===== config.mk =====
export PLATFORM = sky130hd
export DESIGN_NAME = calc_key_sequencer
export DESIGN_NICKNAME = d
export VERILOG_FILES = /design/src/rtl/calc_key_sequencer.sv
export SDC_FILE = /design/constraint.sdc
export NUM_CORES = 1
export LEC_CHECK = 0
export ABC_AREA = 1
export CELL_PAD_IN_SITES_DETAIL_PLACEMENT = 0
export CELL_PAD_IN_SITES_GLOBAL_PLACEMENT = 1
export CORE_MARGIN = 3
export CORE_UTILIZATION = 36
export CTS_BUF_LIST = sky130_fd_sc_hd__clkbuf_8
export CTS_CLUSTER_DIAMETER = 150
export DETAILED_ROUTE_END_ITERATION = 10
export GPL_TIMING_DRIVEN = 0
export PLACE_DENSITY_LB_ADDON = 0.1
export SLEW_MARGIN = 20
export SYNTH_ARGS = -nofsm -noshare
export SYNTH_HDL_FRONTEND = slang
export SYNTH_SLANG_ARGS = --single-unit

===== constraint.sdc =====
create_clock -name Clock -period 2.2 [get_ports Clock]
set_input_delay 0.44 -clock Clock [delete_from_list [all_inputs] [get_ports Clock]]
set_output_delay 0.44 -clock Clock [all_outputs]
set_load 0.01 [all_outputs]

===== src/rtl/calc_key_sequencer.sv =====
// Keypad-to-arithmetic-unit sequencer: accumulates decimal entries and issues
// the A/B/R load strobes for a single "A op B =" calculation.
module calc_key_sequencer #(
  parameter int N = 8
) (
  input  logic         Clock,
  input  logic         ResetN,
  input  logic         KeyValid,
  input  logic [3:0]   KeyCode,
  output logic [N-1:0] Operand,
  output logic         LoadA,
  output logic         LoadB,
  output logic         LoadR,
  output logic         AddSub,
  output logic         ClearAU,
  output logic [N-1:0] Entry,
  output logic         ShowResult,
  output logic         Busy,
  output logic         EntryErr
);

  localparam logic [3:0] K_ADD = 4'd10;
  localparam logic [3:0] K_SUB = 4'd11;
  localparam logic [3:0] K_EQ  = 4'd12;
  localparam logic [3:0] K_CLR = 4'd13;

  typedef enum logic [2:0] {
    ENTER_A, LOAD_A, ENTER_B, LOAD_B, COMPUTE, RESULT
  } state_t;

  state_t     state;
  logic       clr_q;
  logic       is_digit;
  logic       is_clr;
  logic [N+3:0] nxt_entry;
  logic       ovf;

  assign is_digit  = KeyValid && (KeyCode <= 4'd9);
  assign is_clr    = KeyValid && (KeyCode == K_CLR);
  // Four guard bits hold the full Entry*10+d so overflow is exact.
  assign nxt_entry = ({4'b0, Entry} * (N+4)'(10)) + (N+4)'(KeyCode);
  assign ovf       = |nxt_entry[N+3:N];

  // The reset term reaches the arithmetic unit without waiting for a clock.
  assign ClearAU = ~ResetN | clr_q;

  always_ff @(posedge Clock or negedge ResetN) begin
    if (!ResetN) begin
      state      <= ENTER_A;
      Entry      <= '0;
      Operand    <= '0;
      AddSub     <= 1'b0;
      LoadA      <= 1'b0;
      LoadB      <= 1'b0;
      LoadR      <= 1'b0;
      ShowResult <= 1'b0;
      Busy       <= 1'b0;
      EntryErr   <= 1'b0;
      clr_q      <= 1'b0;
    end else begin
      LoadA <= 1'b0;
      LoadB <= 1'b0;
      LoadR <= 1'b0;
      clr_q <= 1'b0;
      if (is_clr) begin
        // Leaving LOAD_B/COMPUTE here drops any strobe not yet issued.
        state      <= ENTER_A;
        Entry      <= '0;
        Operand    <= '0;
        AddSub     <= 1'b0;
        EntryErr   <= 1'b0;
        ShowResult <= 1'b0;
        Busy       <= 1'b0;
        clr_q      <= 1'b1;
      end else begin
        case (state)
          ENTER_A: begin
            if (is_digit) begin
              if (ovf) EntryErr <= 1'b1;
              else     Entry    <= nxt_entry[N-1:0];
            end else if (KeyValid && (KeyCode == K_ADD || KeyCode == K_SUB)) begin
              Operand  <= Entry;
              AddSub   <= (KeyCode == K_SUB);
              Entry    <= '0;
              EntryErr <= 1'b0;
              LoadA    <= 1'b1;
              Busy     <= 1'b1;
              state    <= LOAD_A;
            end
          end
          LOAD_A: begin
            Busy  <= 1'b0;
            state <= ENTER_B;
          end
          ENTER_B: begin
            if (is_digit) begin
              if (ovf) EntryErr <= 1'b1;
              else     Entry    <= nxt_entry[N-1:0];
            end else if (KeyValid && KeyCode == K_EQ) begin
              Operand  <= Entry;
              Entry    <= '0;
              EntryErr <= 1'b0;
              LoadB    <= 1'b1;
              Busy     <= 1'b1;
              state    <= LOAD_B;
            end
          end
          LOAD_B: begin
            LoadR <= 1'b1;
            state <= COMPUTE;
          end
          COMPUTE: begin
            Busy       <= 1'b0;
            ShowResult <= 1'b1;
            state      <= RESULT;
          end
          RESULT: begin
            if (is_digit) begin
              Entry      <= N'(KeyCode);
              EntryErr   <= 1'b0;
              ShowResult <= 1'b0;
              state      <= ENTER_A;
            end
          end
          default: state <= ENTER_A;
        endcase
      end
    end
  end

endmodule


# Word level (Yosys, flattened, before mapping)
# Index checks and enable logic that the tools add are counted.
# W data, S select, Z words.
# word_totals
register_bits,27
in_bits,7
output_inout_bits,24
wordCells,105
# op_classes
addsub,1
mul,1
order_cmp,1
n_eq_ne,17
mux,52
n_bitwise,2
n_reduce_logical,20
# op_table
op,n
$mux W8,12
$mux W1,28
$pmux W8 S3,1
$mux W3,6
$pmux W3 S6,1
$eq A4 B4 Y1 const B,4
$pmux W8 S2,1
$ne A3 B3 Y1 const B,5
$reduce_and A5 Y1,3
$add A12 B4 Y12,1
$mul A8 B3 Y11 const B,1
$ne A4 B4 Y1 const B,2
$reduce_bool A4 Y1,2
$eq A3 B2 Y1 const B,2
$eq A3 B3 Y1 const B,2
$pmux W1 S3,2
$reduce_bool A3 Y1,2
$le A4 B4 Y1 const B,1
$logic_and A1 B1 Y1,4
$reduce_and A4 Y1,1
$reduce_bool A2 Y1,2
$reduce_or A4 Y1,1
$eq A3 B1 Y1 const B,1
$logic_not A3 Y1,1
other kinds (8),8

# Depth between registers and ports, before layout
# Gate-level depths: netlist of run 1.
# depth
word_depth,7
mapped_depth,15

# Least setup slack after synthesis of run 1
# No wires, ideal clock.
# synth_path
kind,register -> register
start,register Entry[1]
end,register Entry[1]
arrival_ns,2.422
t_required_ns,2.083
slack_ns,-0.339
path_stages_with_launch,15
path_buffers,0
period_less_slack_ns,2.539
cell_sequence,dfrtp_1 ha_1 ha_1 fa_1 nand2_1 inv_1 nand2_1 nor2_1 nand3_1 nand2_1 nand3_2 o21bai_4 nand2_4 nand2_1 nand2_1
# synth_via
elab_chain_len,7
word_cells_on_any_way,8
classes_between,add/sub: 1; mul: 1; mux: 5; reduce/logical: 1
# synth_rtl
element,line_no,rtl
from (decl),16,"output logic [N-1:0] Entry,"
from (signal assigned),80,else Entry <= nxt_entry[N-1:0];
from (signal assigned),98,else Entry <= nxt_entry[N-1:0];
from (signal assigned),119,Entry <= N'(KeyCode);
$mul A8 B3 Y11,41,"assign nxt_entry = ({4'b0, Entry} * (N+4)'(10)) + (N+4)'(KeyCode);"
$add A12 B4 Y12,41,
$reduce_or A4 Y1,42,assign ovf = |nxt_entry[N+3:N];
$mux W8 *,--,
"$mux W8, on equally long branches",--,
$pmux W8 S3 *,--,
$mux W8 *,--,
# Every way passes the cells marked *; elsewhere a longest branch is shown, timed or not.
# A chain may end at the register's enable or synchronous reset.

# Worst setup path after layout of run 1
# Same ends and word-level chain as after synthesis.

==> results by group, run 1 <==
Drt
  • Via/cell ratio: 4.81
  • Initial DRC count: 68
  • Detail Route Antenna Nets: 0
  • Routed WL: between 4000 and 5000 µm
  • Vias: approximately 1600
  • First-pass iteration count of the detailed router: 4
  • DR WL/cell: 12.3 µm
  • DRC: 0

Setup path
  • Crit path largest cell delay: approximately 0.53 ns
  • Worst reg2reg path depth: 14
  • CP Depth: 14
  • Crit path max fanout: 8
  • Critical path class: reg -> reg
  • Crit path required time: approximately 2.4 ns
  • Worst Setup End Kind: flop
  • Cell mode on critical path: nand2_1
  • Slowest CP cell: fa_1
  • Worst path arrival time: 2.62 ns
  • Critical Path Start Type: flop
  • Worst Path Buf+Inv: 1
  • Delay-heaviest family, CP: adder cells
  • CP Cell Sequence: ha_4 -> ha_4 -> fa_1 -> nand2_1 -> inv_1 -> nand2_2 -> nor2_2 -> nand3_1 -> nand2_1 -> nand3_2 -> o21bai_4 -> nand2_4 -> nand2_1 -> nand2_1

CTS
  • CTS Buf Count: 3
  • CTS sink count: 27
  • CTS tree: done
  • Clock Latency Late Sink: between 0.2 and 0.3 ns
  • Clk slew on worst S/H paths: around 0.09 ns
  • Htree depth: 1
  • Root Driver: clkbuf_8
  • Clock Tree Buf Depth: 2
  • CTS Hold Buffers Added: 0

Floorplan
  • Row Count: 24
  • Die area: 0.00580 mm²
  • Die width: ~76 µm
  • IO Pins: 31
  • Core area: approximately 0.0046 mm²
  • Die H: approximately 76 µm
  • Initial cell density of the core: approximately 39%

Final layout
  • Finished Layout Cells: about 330
  • Commonest non-fill, non-tap cell in the layout: nand2_1
  • Commonest non-fill, non-tap cells in the layout: nand2_1 (62), clkdlybuf4s50_1 (29), nand3_1 (26), inv_1 (25), dfrtp_1 (22)
  • Area Growth Syn to Fin: 33.3%
  • Share of layout cells above drive strength 1: between 15 and 20%
  • Finished Cell Area: 0.00236 mm²
  • Nets: ~290
  • Area of the multi-input gates: between 0.001 and 0.0015 mm²
  • ANT cells: 0
  • Fill count: 476
  • Seq. cell area: 682 µm²

Place
  • Gpl congestion: around 0.8
  • I/O Buffers: 30
  • Placed Area: 0.00218 mm²
  • Post-placement cell count: 318
  • Post-DP HPWL: 3140 µm
  • DP Worst Slack: -0.539 ns

Worst hold path
  • Hold crit path type: in -> async

STA
  • Fin. Hold Viols: 0
  • Final setup viols: 9
  • Clock skew: ~0.0031 ns
  • Slew of the pin with the lowest slew margin: between 0.6 and 0.7 ns
  • Final WS setup: -0.257 ns
  • Final Hold Slack: between 0.15 and 0.2 ns
  • Peak Freq: a little over 400 MHz
  • Worst slew margin: about three fifths
  • Final min period: 2.46 ns
  • RSZ-0062 raised after global routing: true
  • Crit share post-route: 112%
  • Slew Limit Fails: 0

Pwr
  • Final Total Pwr: 2.75 mW
  • Sw Ratio: between 40% and 50%
  • Leakage: 1.19 nW
  • Seq pwr share: about 29%
  • Fraction of power consumed by the clock network: 9.8%
  • Power Density: between 1000 and 1500 mW/mm²
  • Int Power: roughly 1.5 mW
  • Gate power share: 61.3%
  • Switch Pwr: about 1.2 mW
  • Max IR drop VDD: between 0.5 and 0.6 mV

Yosys
  • Post-Synthesis Cells: roughly 220
  • Syn Area/Cell: just under 8 µm²
  • Synth unique cells: 31
  • Share of the synthesized area in the top cell type: 38.1%
  • Synth Warn #: 0
  • Number of synthesized register bits: 27
  • Post-synthesis sequential area ratio: between 30% and 40%
  • Area leader, netlist: dfrtp_1
  • Post-Syn Area: between 0.0015 and 0.002 mm²
  • Top cells by area, synth: dfrtp_1 (38%), nand2_1 (14%), ha_1 (11%), nand3_1 (7.9%), inv_1 (5.1%)
  • Syn nets: about 250

Global route
  • GRT met3 Usage: 2.84%
  • First-pass GRT wire length: between 7000 and 8000 µm
  • Initial antenna violation count: 0
  • Met2 usage: around 28%
  • Met1 usage: between 10% and 20%
  • Overflow after GRT: 0
  • GRT busiest layer: met2
  • Largest net degree at the start of global routing: 29
  • Vias in the first global route: 1559
  • GRT Util Overall: between 10% and 20%

Job
  • Maxcap violations: 0

Status
  • Failing checks: negative setup slack
  • Status: finished with violations
-- cell usage after synthesis (all sizes together) --
cell type / instances
inv: 28
nor3: 6
a32o: 1
or3b: 1
nand2: 67
xnor2: 1
dfrtp: 27
nand3: 29
fa: 2
clkinv: 1
clkbuf: 1
nor2: 13
a21oi: 12
a21boi: 1
nand4: 3
o21ai: 8
nor4: 2
o21bai: 1
ha: 15
nor3b: 1
a21o: 2
o21a: 1
-- registers in the layout, indices dropped and copies added (netlist names) --
signal and count:
AddSub 1, EntryErr 1, Entry 8, ShowResult 1, LoadA 1, LoadB 1
Operand 8, LoadR 1, Busy 1, clr_q 1, state 3
-- per-layer routing --
layer  part of all wire, %  vias to the layer above
li1                      -                      830
met3                   2.7                        4
met4                  0.42                        0
met1                    46                      739
met2                    51                       23
met5                     0                        -
-- worst paths after layout --
kind | from | end | slack (ns)
max in group asynchronous | ResetN | Entry[1] | 1.58
min in group Clock | Operand[6] | Operand[6] | 0.47
min reg2reg | Operand[6] | Operand[6] | 0.47
max reg2reg | Entry[1] | Entry[1] | -0.26
max | Entry[1] | Entry[1] | -0.26
min | ResetN | EntryErr | 0.18
-- power by group through the flow --
stage               registers, mW  clock network [mW]  logic (mW)
finish                      0.794               0.269        1.68
global route                0.821               0.300        1.90
CTS                         0.799               0.281        1.70
detailed placement          0.832                   0        1.50
global placement            0.829                   0        1.50
floorplan                   0.854                   0       0.946
-- stage by stage --
step / setup TNS [ns] / utilization [%]
after global routing: -3.70 / 51.7
after CTS: -2.12 / 51.5
after global placement: -4.93 / 47.8
after detailed placement: -4.49 / 47.7
after floorplan: -2.17 / -
final: -2.08 / 51.7
-- timing repair --
item	CTS	global route
endpoints found under the setup margin	9	9
resized for setup	11	1
pin swaps	10	2
setup buffers	9	1
-- cell families (layout without fill, tap and decap cells) --
logic type | count (synthesis) | count (layout) | synth area share [%]
AND/OR/NAND/NOR | 122 | 122 | 32.8
buffers and inverters | 30 | 74 | 6.36
flip-flops | 27 | 27 | 38.1
AO/OA/AOI/OAI | 26 | 26 | 9.39
adder cells (fa/ha/maj) | 17 | 17 | 12.9
XOR/XNOR | 1 | 1 | 0.494
-- area by class of cell --
type	instances	share of cell area, %
plain buffers	1	0.159
clock buffers	3	1.75
clock inverters	1	0.159
inverters	29	4.61
multi-input cells	166	44.6
flip-flops and latches	27	28.9
well taps	65	3.44
repair buffers	40	16.4
(Power assumes the default switching activity.)
==> run 2, diff against run 1 <==
- PLACE_DENSITY: not set -> 0.8
- PLACE_DENSITY_LB_ADDON: 0.1 -> not set
==> results by group, run 2 (synthesis gave the netlist of run 1 again) <==
Floorplan
  • Initial cell density of the core: 38.8% (unchanged)
  • Row Count: 24 (unchanged)
  • Die H: 76.2 µm (unchanged)
  • Core area: 0.00456 mm² (unchanged)
  • Die width: 76.2 µm (unchanged)
  • IO Pins: 31 (unchanged)
  • Die area: 0.00580 mm² (unchanged)

Pwr
  • Max IR drop VDD: 0.483 mV (was 0.562 mV)
  • Leakage: 1.17 nW (was 1.19 nW)
  • Power Density: 1190 mW/mm² (was 1160 mW/mm²)

Final layout
  • Area of the multi-input gates: 0.00107 mm² (was 0.00105 mm²)
  • ANT cells: 0 (unchanged)
  • Area Growth Syn to Fin: 32.3% (was 33.3%)
  • Seq. cell area: 682 µm² (unchanged)
  • Finished Layout Cells: 331 (was 332)
  • Share of layout cells above drive strength 1: 16.9% (about the same)
  • Commonest non-fill, non-tap cells in the layout: nand2_1 (60), clkdlybuf4s50_1 (29), nand3_1 (28), inv_1 (24), dfrtp_1 (22) (was nand2_1 (62), clkdlybuf4s50_1 (29), nand3_1 (26), inv_1 (25), dfrtp_1 (22))
  • Biggest registers after layout: Entry (8), Operand (8), state (3) (unchanged)
  • Nets: 291 (was 292)
  • Commonest non-fill, non-tap cell in the layout: nand2_1 (unchanged)
  • Fill count: 480 (was 476)

Place
  • Post-placement cell count: 318 (unchanged)
  • I/O Buffers: 30 (unchanged)
  • Post-DP HPWL: 3000 µm (was 3140 µm)
  • Gpl congestion: 0.811 (was 0.794)

Setup path
  • CP Cell Sequence: ha_4 -> ha_4 -> fa_1 -> nand2_1 -> inv_1 -> nand2_2 -> nor2_2 -> nand3_1 -> nand2_2 -> nand3_4 -> o21bai_4 -> nand2_4 -> nand2_1 -> nand2_1 (was ha_4 -> ha_4 -> fa_1 -> nand2_1 -> inv_1 -> nand2_2 -> nor2_2 -> nand3_1 -> nand2_1 -> nand3_2 -> o21bai_4 -> nand2_4 -> nand2_1 -> nand2_1)
  • Worst path arrival time: 2.65 ns (was 2.62 ns)
  • Critical Path Start Type: flop (unchanged)
  • Critical path class: reg -> reg (unchanged)
  • Worst reg2reg path depth: 14 (unchanged)
  • RR Endpoint: Entry[4] (was Entry[1])
  • Worst r2r src: Entry[3] (was Entry[1])
  • Crit path max fanout: 8 (unchanged)
  • Slowest CP cell: fa_1 (unchanged)
  • R2R Setup Slk: -0.29 ns (was -0.26 ns)
  • Crit path largest cell delay: 0.50 ns (was 0.53 ns)
  • Crit path required time: 2.37 ns (was 2.36 ns)
  • Worst Setup End Kind: flop (unchanged)
  • Cell mode on critical path: nand2_1 (unchanged)

Status
  • Status: finished with violations (unchanged)
  • Failing checks: negative setup slack (unchanged)

STA
  • Peak Freq: 402 MHz (was 407 MHz)
  • Final WS setup: -0.286 ns (was -0.257 ns)
  • RSZ-0062 raised after global routing: true (unchanged)
  • Final setup viols: 9 (unchanged)
  • Slew of the pin with the lowest slew margin: 0.606 ns (was 0.625 ns)
  • Final TNS setup: -2.26 ns (was -2.08 ns)
  • Worst slew margin: 59.6% (was 58.3%)
  • Clock skew: 0.00988 ns (was 0.00315 ns)
  • Slew Limit Fails: 0 (unchanged)
  • Fin. Hold Viols: 0 (unchanged)
  • Crit share post-route: 113% (was 112%)
  • Final min period: 2.49 ns (was 2.46 ns)

Drt
  • Routed WL: 4160 µm (was 4090 µm)
  • Detail Route Antenna Nets: 0 (unchanged)
  • Initial DRC count: 80 (was 68)
  • DR WL/cell: 12.6 µm (was 12.3 µm)
  • DRC: 0 (unchanged)
  • Vias: 1600 (was 1596)
  • Via/cell ratio: 4.83 (was 4.81)
  • First-pass iteration count of the detailed router: 4 (unchanged)

Global route
  • Overflow after GRT: 0 (unchanged)
  • First-pass GRT wire length: 7040 µm (was 7260 µm)
  • GRT Util Overall: 14.8% (was 15.1%)
  • Initial antenna violation count: 0 (unchanged)
  • Vias in the first global route: 1480 (was 1559)
  • Largest net degree at the start of global routing: 29 (unchanged)

CTS
  • CTS sink count: 27 (unchanged)
  • CTS Hold Buffers Added: 0 (unchanged)
  • Htree depth: 1 (unchanged)
  • Clk slew on worst S/H paths: 0.10 ns (was 0.09 ns)
  • Clock Latency Late Sink: 0.28 ns (was 0.27 ns)
  • Root Driver: clkbuf_8 (unchanged)
  • CTS tree: done (unchanged)
  • CTS Buf Count: 3 (unchanged)
  • Clock Tree Buf Depth: 2 (unchanged)

Worst hold path
  • Hold crit path type: in -> async (unchanged)

Job
  • Maxcap violations: 0 (unchanged)
[run 2: worst max-delay path, delay by kind of cell, from the launching register on]
kind | cells | cell delay (ns)
adder cells (fa/ha/maj) | 3 | 0.92
AND/OR/NAND/NOR | 9 | 0.75
flip-flops | 1 | 0.46
AO/OA/AOI/OAI | 1 | 0.20
buffers and inverters | 1 | 0.06
[run 2: area by class of cell]
class | instances | area share (%)
clock inverter | 1 | 0.213
multi-input combinational | 167 | 45.5
inverter | 29 | 4.64
tap | 65 | 3.47
clock buffer | 3 | 1.76
timing repair buffer | 38 | 15.2
sequential | 27 | 29.1
buffer | 1 | 0.160
[run 2: layer usage]
metal	global-route usage, %	wire, µm
met1	21.8	2180
met2	22.6	1820
met3	1.42	96
met4	5.43	70
met5	0	0
[run 2: how the worst max path moves through the flow]
| stage | startpoint | endpoint | cells past startpoint |
|---|---|---|---|
| after detailed placement | KeyCode[1] | Entry[4] | 13 |
| after global placement | ResetN | ClearAU | 3 |
| after floorplan | Entry[3] | Entry[1] | 14 |
| final | Entry[3] | Entry[4] | 14 |
| after CTS | Entry[3] | Entry[4] | 11 |
| after global routing | Entry[3] | Entry[4] | 14 |
[run 2: timing repair]
| item | CTS | global route |
|---|---|---|
| cloned | 1 | 0 |
| pin swaps | 5 | 0 |
| setup endpoints to repair | 9 | 9 |
| gates resized for setup | 12 | 0 |
| setup buffers | 8 | 0 |
[run 2: through the flow]
step           area, µm²  hold slack (ns)  worst slack [ns]  power, mW  utilization (%)
3_5_place_dp        2180            0.458            -0.527       2.32             47.7
2_1_floorplan       1800            0.144            -0.269       1.80                -
3_3_place_gp        2180            0.455            -0.644       2.30             47.8
4_1_cts             2340            0.180            -0.241       2.79             51.4
6_report            2340            0.158            -0.286       2.78             51.4
5_1_grt             2340            0.207            -0.427       3.04             51.4
[run 2: report_power, final]
| part | internal [mW] | switching [mW] | leakage [nW] |
|---|---|---|---|
| Clock | 0.127 | 0.160 | 0.0255 |
| Combinational | 0.752 | 0.940 | 0.795 |
| Sequential | 0.663 | 0.143 | 0.351 |
==> run 3, diff against run 2 <==
- CORE_UTILIZATION: 36 -> 40
- PLACE_DENSITY: 0.8 -> 0.84
- clock period: 2.2 -> 2.52 ns (I/O delays scaled with it)
==> results by group, run 3 (synthesis gave the netlist of run 1 again) <==
Drt
  • Via/cell ratio: 5.01 (was 4.83)
  • First-pass iteration count of the detailed router: 4 (unchanged)
  • Detail Route Antenna Nets: 0 (unchanged)
  • Routed WL: 3920 µm (was 4160 µm)
  • Vias: 1582 (was 1600)
  • Initial DRC count: 75 (was 80)
  • DR WL/cell: 12.4 µm (was 12.6 µm)
  • DRC: 0 (unchanged)

Setup path
  • Critical Path Start Type: flop (unchanged)
  • Delay-heaviest family, CP: adder cells (unchanged)
  • Worst Path Buf+Inv: 1 (unchanged)
  • Worst Setup End Kind: flop (unchanged)
  • Cell mode on critical path: nand2_2 (was nand2_1)
  • Critical path class: reg -> reg (unchanged)
  • Crit path required time: 2.68 ns (was 2.37 ns)
  • Worst path arrival time: 2.65 ns (about the same)
  • Crit path largest cell delay: 0.52 ns (was 0.50 ns)
  • Crit path max fanout: 8 (unchanged)
  • Slowest CP cell: fa_2 (was fa_1)
  • CP Cell Sequence: ha_4 -> ha_4 -> fa_2 -> nand2_1 -> inv_1 -> nand2_2 -> nor2_2 -> nand3_1 -> nand2_2 -> nand3_4 -> o21bai_4 -> nand2_4 -> nand2_2 -> nand2_1 (was ha_4 -> ha_4 -> fa_1 -> nand2_1 -> inv_1 -> nand2_2 -> nor2_2 -> nand3_1 -> nand2_2 -> nand3_4 -> o21bai_4 -> nand2_4 -> nand2_1 -> nand2_1)

Floorplan
  • Core area: 0.00414 mm² (was 0.00456 mm²)
  • Die width: 72.6 µm (was 76.2 µm)
  • Row Count: 23 (was 24)
  • Initial cell density of the core: 42.8% (was 38.8%)
  • Die H: 72.6 µm (was 76.2 µm)
  • IO Pins: 31 (unchanged)
  • Die area: 0.00526 mm² (was 0.00580 mm²)

Final layout
  • Share of layout cells above drive strength 1: 18.8% (was 16.9%)
  • Nets: 291 (unchanged)
  • Commonest non-fill, non-tap cells in the layout: nand2_1 (59), clkdlybuf4s50_1 (29), nand3_1 (27), inv_1 (24), dfrtp_1 (22) (was nand2_1 (60), clkdlybuf4s50_1 (29), nand3_1 (28), inv_1 (24), dfrtp_1 (22))
  • Finished Layout Cells: 316 (was 331)
  • Fill count: 410 (was 480)
  • Biggest registers after layout: Entry (8), Operand (8), state (3) (unchanged)
  • ANT cells: 0 (unchanged)
  • Area Growth Syn to Fin: 32.4% (was 32.3%)
  • Commonest non-fill, non-tap cell in the layout: nand2_1 (unchanged)

Global route
  • Overflow after GRT: 0 (unchanged)
  • Initial antenna violation count: 0 (unchanged)
  • Largest net degree at the start of global routing: 29 (unchanged)
  • Vias in the first global route: 1447 (was 1480)
  • GRT Util Overall: 15.9% (was 14.8%)
  • First-pass GRT wire length: 6710 µm (was 7040 µm)

STA
  • Slew Limit Fails: 0 (unchanged)
  • Fin. Hold Viols: 0 (unchanged)
  • Clock skew: 0.00275 ns (was 0.00988 ns)
  • Peak Freq: 402 MHz (about the same)
  • Final min period: 2.49 ns (about the same)
  • Final setup viols: 0 (was 9)
  • RSZ-0062 raised after global routing: true (unchanged)
  • Crit share post-route: 98.7% (was 113%)
  • Slew of the pin with the lowest slew margin: 0.595 ns (was 0.606 ns)
  • Worst slew margin: 60.4% (was 59.6%)

CTS
  • Clock Latency Late Sink: 0.26 ns (was 0.28 ns)
  • Clk slew on worst S/H paths: 0.09 ns (was 0.10 ns)
  • CTS Buf Count: 3 (unchanged)
  • Htree depth: 1 (unchanged)
  • Root Driver: clkbuf_8 (unchanged)
  • Clock Tree Buf Depth: 2 (unchanged)
  • CTS sink count: 27 (unchanged)
  • CTS tree: done (unchanged)

Place
  • Gpl congestion: 0.801 (was 0.811)
  • I/O Buffers: 30 (unchanged)
  • Post-DP HPWL: 2920 µm (was 3000 µm)
  • Post-placement cell count: 303 (was 318)

Status
  • Status: complete, no violations (was finished with violations)

Pwr
  • Leakage: 1.18 nW (was 1.17 nW)
  • Max IR drop VDD: 0.421 mV (was 0.483 mV)
  • Power Density: 1020 mW/mm² (was 1190 mW/mm²)
  • Final Total Pwr: 2.38 mW (was 2.78 mW)

Job
  • Maxcap violations: 0 (unchanged)

Worst hold path
  • Hold crit path type: in -> async (unchanged)
[run 3: cell counts in the layout (fill, tap and decap cells not counted)]
No cell type changed its count.
[run 3: layout make-up]
type	instances	area [µm²]	area share [%]
Clock buffer	3	41.3	1.76
Inverter	29	109	4.64
Multi-Input combinational cell	167	1090	46.3
Tap cell	50	62.6	2.67
Buffer	1	3.75	0.160
Clock inverter	1	5.00	0.213
Sequential cell	27	682	29.1
Timing Repair Buffer	38	355	15.1
[run 3: final timing paths]
path	end	slack, ns	start	cells after the start
worst min-delay path	Operand[2]	0.23	ResetN	1
min in group Clock	Operand[6]	0.48	Operand[6]	2
worst max-delay path	Entry[0]	0.03	Entry[1]	14
max in group asynchronous	Entry[4]	1.86	ResetN	1
worst max register to register	Entry[0]	0.03	Entry[1]	14
worst min register to register	Operand[6]	0.48	Operand[6]	2
[run 3: worst register-to-register path: cells and delay by family (launching register included)]
| kind | cells | cell delay (ns) |
|---|---|---|
| flip-flops | 1 | 0.44 |
| AO/OA/AOI/OAI | 1 | 0.23 |
| adder cells (fa/ha/maj) | 3 | 0.93 |
| AND/OR/NAND/NOR | 9 | 0.73 |
| buffers and inverters | 1 | 0.05 |
[run 3: power breakdown]
| group | switching, mW | leakage (nW) | internal, mW |
|---|---|---|---|
| registers | 0.132 | 0.351 | 0.578 |
| logic | 0.793 | 0.801 | 0.643 |
| clock network | 0.126 | 0.0255 | 0.110 |
[run 3: repair_timing]
action,in CTS,in global routing
cloned,1,0
pin swaps,3,3
endpoints found under the setup margin,8,8
hold buffers,0,0
resized for setup,7,12
buffers inserted,3,5
[run 3: stage by stage]
| stage | hold slack (ns) | setup WS [ns] | setup TNS [ns] | area (µm²) | utilization, % |
|---|---|---|---|---|---|
| 5_1_grt | 0.291 | -0.108 | -0.646 | 2350 | 56.6 |
| 3_3_place_gp | 0.453 | -0.455 | -2.33 | 2150 | 51.9 |
| 2_1_floorplan | 0.208 | 0.0132 | 0 | 1790 | - |
| 3_5_place_dp | 0.459 | -0.267 | -2.03 | 2150 | 51.8 |
| 4_1_cts | 0.259 | 0.0251 | 0 | 2240 | 54.1 |
| 6_report | 0.233 | 0.0321 | 0 | 2350 | 56.6 |
[run 3: layer usage]
layer  vias up  GRT usage [%]  share of wire [%]
li1        831              -                  -
met5         -              0                  0
met2        30           24.0                 45
met4         0           4.92               0.82
met3         2           1.66                3.7
met1       719           23.9                 51
